===== config.mk =====
export PLATFORM = sky130hd
export DESIGN_NAME = eater_bus_cycle_gen_flat
export DESIGN_NICKNAME = d
export VERILOG_FILES = /design/src/rtl/eater_bus_cycle_gen_if.sv /design/src/rtl/eater_bus_cycle_gen.sv /design/src/flat_wrapper.sv
export SDC_FILE = /design/constraint.sdc
export NUM_CORES = 1
export LEC_CHECK = 0
export CAP_MARGIN = 25
export CELL_PAD_IN_SITES_DETAIL_PLACEMENT = 2
export CELL_PAD_IN_SITES_GLOBAL_PLACEMENT = 2
export CORE_ASPECT_RATIO = 0.5
export CORE_MARGIN = 10
export CORE_UTILIZATION = 25
export CTS_BUF_LIST = sky130_fd_sc_hd__clkbuf_2
export DETAILED_ROUTE_END_ITERATION = 7
export HOLD_SLACK_MARGIN = 0.02
export PLACE_DENSITY_LB_ADDON = 0.05
export SLEW_MARGIN = 30
export SYNTH_ARGS = -nofsm -noshare
export SYNTH_HDL_FRONTEND = slang
export SYNTH_SLANG_ARGS = --single-unit

===== constraint.sdc =====
create_clock -name clk -period 3.01 [get_ports clk]
set_input_delay 0.301 -clock clk [delete_from_list [all_inputs] [get_ports clk]]
set_output_delay 0.301 -clock clk [all_outputs]
set_load 0.01 [all_outputs]

===== src/rtl/eater_bus_cycle_gen_if.sv =====
// Request/response and 6502-style bus signals of the bus cycle generator.
// master = cycle generator, slave = requester plus the addressed device.
interface eater_bus_cycle_gen_if;
  logic        req_valid;
  logic        req_ready;
  logic [15:0] req_addr;
  logic        req_we;
  logic [7:0]  req_wdata;
  logic        rsp_valid;
  logic [7:0]  rsp_rdata;
  logic [15:0] bus_addr;
  logic        bus_rwb;
  logic        bus_phi2;
  logic [7:0]  bus_data_out;
  logic        bus_data_oe;
  logic [7:0]  bus_data_in;
  logic        bus_rdy;

  modport master (
    input  req_valid, req_addr, req_we, req_wdata, bus_data_in, bus_rdy,
    output req_ready, rsp_valid, rsp_rdata,
           bus_addr, bus_rwb, bus_phi2, bus_data_out, bus_data_oe
  );

  modport slave (
    output req_valid, req_addr, req_we, req_wdata, bus_data_in, bus_rdy,
    input  req_ready, rsp_valid, rsp_rdata,
           bus_addr, bus_rwb, bus_phi2, bus_data_out, bus_data_oe
  );
endinterface


===== src/rtl/eater_bus_cycle_gen.sv =====
// 6502-style bus initiator: one request becomes an IDLE->PHI1->PHI2->HOLD cycle.
// Optional macro RDY_EN: bus_rdy low on the last PHI2 cycle stretches PHI2.
module eater_bus_cycle_gen #(
  parameter int PHI_DIV = 2
) (
  input  logic                   clk,
  input  logic                   rst_n,
  eater_bus_cycle_gen_if.master  bus
);

  typedef enum logic [1:0] {S_IDLE, S_PHI1, S_PHI2, S_HOLD} state_e;

  localparam logic [3:0] CNT_LAST = 4'(PHI_DIV - 1);

  state_e      state_q, state_d;
  logic [3:0]  cnt_q, cnt_d;
  logic [15:0] addr_q, addr_d;
  logic        rwb_q, rwb_d;
  logic        phi2_q, phi2_d;
  logic        oe_q, oe_d;
  logic [7:0]  dout_q, dout_d;
  logic [7:0]  rdata_q, rdata_d;
  logic        rsp_valid_q, rsp_valid_d;
  logic        last;
  logic        rdy_ok;

`ifdef RDY_EN
  assign rdy_ok = bus.bus_rdy;
`else
  logic unused_rdy;
  assign unused_rdy = bus.bus_rdy;
  assign rdy_ok     = 1'b1;
`endif

  assign last = (cnt_q == CNT_LAST);

  always_comb begin
    state_d     = state_q;
    cnt_d       = cnt_q;
    addr_d      = addr_q;
    rwb_d       = rwb_q;
    phi2_d      = phi2_q;
    oe_d        = oe_q;
    dout_d      = dout_q;
    rdata_d     = rdata_q;
    rsp_valid_d = 1'b0;
    unique case (state_q)
      S_IDLE: begin
        if (bus.req_valid) begin
          addr_d  = bus.req_addr;
          rwb_d   = ~bus.req_we;
          dout_d  = bus.req_wdata;
          cnt_d   = '0;
          state_d = S_PHI1;
        end
      end
      S_PHI1: begin
        if (last) begin
          state_d = S_PHI2;
          cnt_d   = '0;
          phi2_d  = 1'b1;
          oe_d    = ~rwb_q;
        end else begin
          cnt_d = cnt_q + 4'd1;
        end
      end
      S_PHI2: begin
        // Outputs are registered, so HOLD values are set on the edge leaving PHI2.
        if (last) begin
          if (rdy_ok) begin
            state_d     = S_HOLD;
            cnt_d       = '0;
            phi2_d      = 1'b0;
            oe_d        = 1'b0;
            rsp_valid_d = 1'b1;
            if (rwb_q) rdata_d = bus.bus_data_in;
          end
        end else begin
          cnt_d = cnt_q + 4'd1;
        end
      end
      S_HOLD: begin
        state_d = S_IDLE;
        rwb_d   = 1'b1;
      end
      default: state_d = S_IDLE;
    endcase
  end

  always_ff @(posedge clk or negedge rst_n) begin
    if (!rst_n) begin
      state_q     <= S_IDLE;
      cnt_q       <= '0;
      addr_q      <= '0;
      rwb_q       <= 1'b1;
      phi2_q      <= 1'b0;
      oe_q        <= 1'b0;
      dout_q      <= '0;
      rdata_q     <= '0;
      rsp_valid_q <= 1'b0;
    end else begin
      state_q     <= state_d;
      cnt_q       <= cnt_d;
      addr_q      <= addr_d;
      rwb_q       <= rwb_d;
      phi2_q      <= phi2_d;
      oe_q        <= oe_d;
      dout_q      <= dout_d;
      rdata_q     <= rdata_d;
      rsp_valid_q <= rsp_valid_d;
    end
  end

  assign bus.req_ready    = (state_q == S_IDLE);
  assign bus.rsp_valid    = rsp_valid_q;
  assign bus.rsp_rdata    = rdata_q;
  assign bus.bus_addr     = addr_q;
  assign bus.bus_rwb      = rwb_q;
  assign bus.bus_phi2     = phi2_q;
  assign bus.bus_data_out = dout_q;
  assign bus.bus_data_oe  = oe_q;

endmodule


===== src/flat_wrapper.sv =====
// flat-port wrapper written by rule: the top's interface ports become plain ports
module eater_bus_cycle_gen_flat 
#(
  parameter int PHI_DIV = 2
)
  (clk, rst_n, bus_req_valid, bus_req_addr, bus_req_we, bus_req_wdata, bus_bus_data_in, bus_bus_rdy, bus_req_ready, bus_rsp_valid, bus_rsp_rdata, bus_bus_addr, bus_bus_rwb, bus_bus_phi2, bus_bus_data_out, bus_bus_data_oe);
  eater_bus_cycle_gen_if bus_i ();
  input  logic clk;
  input  logic rst_n;
  input wire logic [$bits(bus_i.req_valid)-1:0] bus_req_valid;
  input wire logic [$bits(bus_i.req_addr)-1:0] bus_req_addr;
  input wire logic [$bits(bus_i.req_we)-1:0] bus_req_we;
  input wire logic [$bits(bus_i.req_wdata)-1:0] bus_req_wdata;
  input wire logic [$bits(bus_i.bus_data_in)-1:0] bus_bus_data_in;
  input wire logic [$bits(bus_i.bus_rdy)-1:0] bus_bus_rdy;
  output wire logic [$bits(bus_i.req_ready)-1:0] bus_req_ready;
  output wire logic [$bits(bus_i.rsp_valid)-1:0] bus_rsp_valid;
  output wire logic [$bits(bus_i.rsp_rdata)-1:0] bus_rsp_rdata;
  output wire logic [$bits(bus_i.bus_addr)-1:0] bus_bus_addr;
  output wire logic [$bits(bus_i.bus_rwb)-1:0] bus_bus_rwb;
  output wire logic [$bits(bus_i.bus_phi2)-1:0] bus_bus_phi2;
  output wire logic [$bits(bus_i.bus_data_out)-1:0] bus_bus_data_out;
  output wire logic [$bits(bus_i.bus_data_oe)-1:0] bus_bus_data_oe;
  assign bus_i.req_valid = bus_req_valid;
  assign bus_i.req_addr = bus_req_addr;
  assign bus_i.req_we = bus_req_we;
  assign bus_i.req_wdata = bus_req_wdata;
  assign bus_i.bus_data_in = bus_bus_data_in;
  assign bus_i.bus_rdy = bus_bus_rdy;
  assign bus_req_ready = bus_i.req_ready;
  assign bus_rsp_valid = bus_i.rsp_valid;
  assign bus_rsp_rdata = bus_i.rsp_rdata;
  assign bus_bus_addr = bus_i.bus_addr;
  assign bus_bus_rwb = bus_i.bus_rwb;
  assign bus_bus_phi2 = bus_i.bus_phi2;
  assign bus_bus_data_out = bus_i.bus_data_out;
  assign bus_bus_data_oe = bus_i.bus_data_oe;
  eater_bus_cycle_gen #(.PHI_DIV(PHI_DIV)) u_core (.clk(clk), .rst_n(rst_n), .bus(bus_i));
endmodule

==> impl_metrics.ini <==
[job]
drv_cap = 0

[cells_and_area]
fin_util_pct = 39.3
seq_area_um2 = 1050
flow.area_growth_from_synthesis_pct = 51.4
final_design_area_no_fill_um2 = 2650
multi_input_comb_area_um2 = 672
drive_gt1_share_pct = 22.0
antenna_cells_inserted = 0
design.final.nets = 248
n_fill_cell = 682

[setup_path]
critPathCaptureType = output port
startpoint_type = flop
timing.critical_path.required_ns = 2.71
timing.critical_path.fanout_max = 6
worstPathArrival_ns = 1.88
timing_worst_setup_path_type = flop to output port

[die]
floorplan.core_area_um2 = 6750
start_util_pct = 26.0
boundaryPins = 74
floorplan.rows = 21
die-height_um = 79.2
die_w_um = 138
die_area_um2 = 11000

[sta]
setup_violations_final = 0
setup_repair_after_global_routing_missed_its_margin = false
clock-skew-final_ns = 0.0295
number_of_pins_with_negative_max_slew_slack_in_the_final_report = 0
max_slew.worst_pin.slew_ns = 0.549
final-hold-violation-count = 0
post_layout_minimum_cycle_time_ns = 2.18
post-route-period-util_pct = 72.6
final_tns_setup_ns = 0
slew-limit-headroom_pct = 63.4
max_freq_mhz = 458

[grt]
groute.usage.overall_pct = 8.83
grt_remaining_overflow = 0
grt_antenna_before_repair = 0
grt_start_max_net_pins = 43
grt_first_pass_wirelength_um = 7710
first_global_vias = 1388

[clock_tree]
ctsLongestPathBuffers = 2
h_tree_lvl_count = 2
worst_path_clk_slew_ns = 0.24
clkSinkCount = 42
cts_repair_resize_count = 0
cts_tree = done
worst_skew_pair.late_latency_ns = 0.42
post-cts-setup-buffer-count = 0
clk_root_buffer_cell = sky130_fd_sc_hd__clkbuf_2
cts_inserted_buffers = 5

[drt]
drt_iter0_markers = 28
ant_nets = 0
wl_per_cell_um = 16.4
avgViaCountPerCell = 4.24
route.vias.total = 1259
post-route-drc-count = 0
detail_route.first_pass.iterations = 2
detail_route.wirelength_um = 4860

[synthesis]
netlist-cell-type-count = 25
dominant_cells_by_area_after_synthesis = sky130_fd_sc_hd__dfrtp_1, sky130_fd_sc_hd__mux2_2, sky130_fd_sc_hd__ha_1, sky130_fd_sc_hd__nand2_1, sky130_fd_sc_hd__dfstp_2
synth.largest_area_cell = sky130_fd_sc_hd__dfrtp_1
summed_instance_area_of_the_synthesized_netlist_um2 = 1750
yosysWarnings = 0
ys_seq_elements = 42
postSynthAreaPerCell_um2 = 13.9
synth.yosys.seq_area_share_pct = 60.0
synth_fp_nets = 170
synth_largest_type_area_fraction_pct = 58.5
post_synth_inst_count = 126

[placed_design]
post_dp_cell_area_um2 = 2580
finalWeightedCongestion = 0.673
port_buffers = 72
detailedPlacementHpwl_um = 3740

[pwr]
irDropWorstVdd_uv = 300
power_density_nw_per_um2 = 1010
total_leakage_power_nw = 1.11

[outcome]
outcome = finished, final reports clean

[hold_path]
hold_class = input pin to async pin
[Yosys cell counts]
cell,n
sky130_fd_sc_hd__buf_4,1
sky130_fd_sc_hd__dfstp_2,1
sky130_fd_sc_hd__and2_1,1
sky130_fd_sc_hd__or3b_4,1
sky130_fd_sc_hd__nand4b_1,1
sky130_fd_sc_hd__nor3b_1,1
sky130_fd_sc_hd__nand3_1,2
sky130_fd_sc_hd__nor2b_1,2
sky130_fd_sc_hd__nand2b_1,1
sky130_fd_sc_hd__o211ai_1,1
sky130_fd_sc_hd__nand2_1,10
sky130_fd_sc_hd__buf_2,2
sky130_fd_sc_hd__a32oi_1,1
sky130_fd_sc_hd__nor3_1,1
sky130_fd_sc_hd__or4b_1,1
sky130_fd_sc_hd__a21oi_1,3
sky130_fd_sc_hd__mux2i_1,1
sky130_fd_sc_hd__dfrtp_1,41
sky130_fd_sc_hd__nand3b_1,1
sky130_fd_sc_hd__nor2_1,3
sky130_fd_sc_hd__and3_1,2
sky130_fd_sc_hd__ha_1,7
sky130_fd_sc_hd__mux2_2,33
sky130_fd_sc_hd__inv_1,3
sky130_fd_sc_hd__o21ai_0,5
[path summary, 6_finish.rpt]
path | start | endpoint | slack [ns] | cells after the start
worst max-delay path | u_core.state_q[0] | bus_req_ready | 0.83 | 3
worst min-delay path | rst_n | u_core.bus.rsp_rdata[1] | 0.37 | 2
worst max register to register | u_core.cnt_q[1] | u_core.bus.rsp_rdata[0] | 0.98 | 5
worst min register to register | u_core.bus.bus_addr[1] | u_core.bus.bus_addr[1] | 0.54 | 1
max in group asynchronous | rst_n | u_core.bus.rsp_rdata[0] | 2.25 | 2
min in group clk | bus_req_addr[6] | u_core.bus.bus_addr[6] | 0.47 | 2
[report_power, final]
group	total, mW	switching, mW	leakage, nW	internal, mW
clock	0.339	0.196	0.0392	0.144
combinational	1.34	0.549	0.576	0.796
sequential	0.993	0.152	0.499	0.841
[logic make-up after synthesis]
family / synth area share (%)
fa+ha+maj: 5.00
mux: 21.8
flops: 60.0
buf+inv: 1.64
compound gates: 3.21
simple gates: 8.35
[area by class of cell]
class,count,area share (%)
clock buffers,6,1.13
clock inverters,2,1.41
flip-flops and latches,42,39.7
repair buffers,74,27.7
multi-input cells,78,25.3
well taps,92,4.34
inverters,3,0.424
[layout by cell type, fill, tap and decap left out, drive strengths merged, types with 2 or more instances in the layout]
master | netlist | final
mux2 | 33 | 33
buf | 3 | 2
and3 | 2 | 2
o21ai | 5 | 5
dfrtp | 41 | 41
clkdlybuf4s50 | 0 | 71
nor2b | 2 | 2
inv | 3 | 3
nor2 | 3 | 3
nand3 | 2 | 2
a21oi | 3 | 3
clkbuf | 0 | 6
ha | 7 | 7
nand2 | 10 | 10
[registers in the layout, indices dropped and copies added (netlist names)]
| register | flops |
|---|---|
| u_core.bus.bus_rwb | 1 |
| u_core.state_q | 2 |
| u_core.cnt_q | 4 |
| u_core.bus.bus_phi2 | 1 |
| u_core.bus.bus_addr | 16 |
| u_core.bus.rsp_valid | 1 |
| u_core.bus.rsp_rdata | 8 |
| u_core.bus.bus_data_out | 8 |
| u_core.bus.bus_data_oe | 1 |
[critical path, stage by stage, from the launching register on]
cell,delay [ns]
sky130_fd_sc_hd__dfrtp_1,0.45
sky130_fd_sc_hd__inv_1,0.14
sky130_fd_sc_hd__ha_1,0.30
sky130_fd_sc_hd__clkdlybuf4s50_1,0.61
[per-stage QoR]
step / hold WS, ns / worst slack, ns / power (mW) / cells
final: 0.369 / 0.826 / 2.68 / 297
after floorplan: 0.00541 / 1.39 / 1.66 / 126
after CTS: 0.366 / 0.759 / 2.75 / 297
after global placement: 0.486 / 1.03 / 2.35 / 288
after global routing: 0.363 / 0.684 / 2.89 / 297
after detailed placement: 0.343 / 0.987 / 2.39 / 288
[routing by layer]
metal / GRT usage (%) / up-vias / share of wire (%)
met1: 9.99 / 633 / 44
met4: 1.88 / 0 / 0.62
met5: 0 / - / 0
met3: 3.80 / 4 / 5.3
met2: 15.3 / 31 / 50
li1: - / 591 / -
[timing repair]
action / CTS / global route
endpoints found under the setup margin: 0 / 0
hold buffers: 1 / 0
hold endpoints to repair: 41 / 0
(Power assumes the default switching activity.)
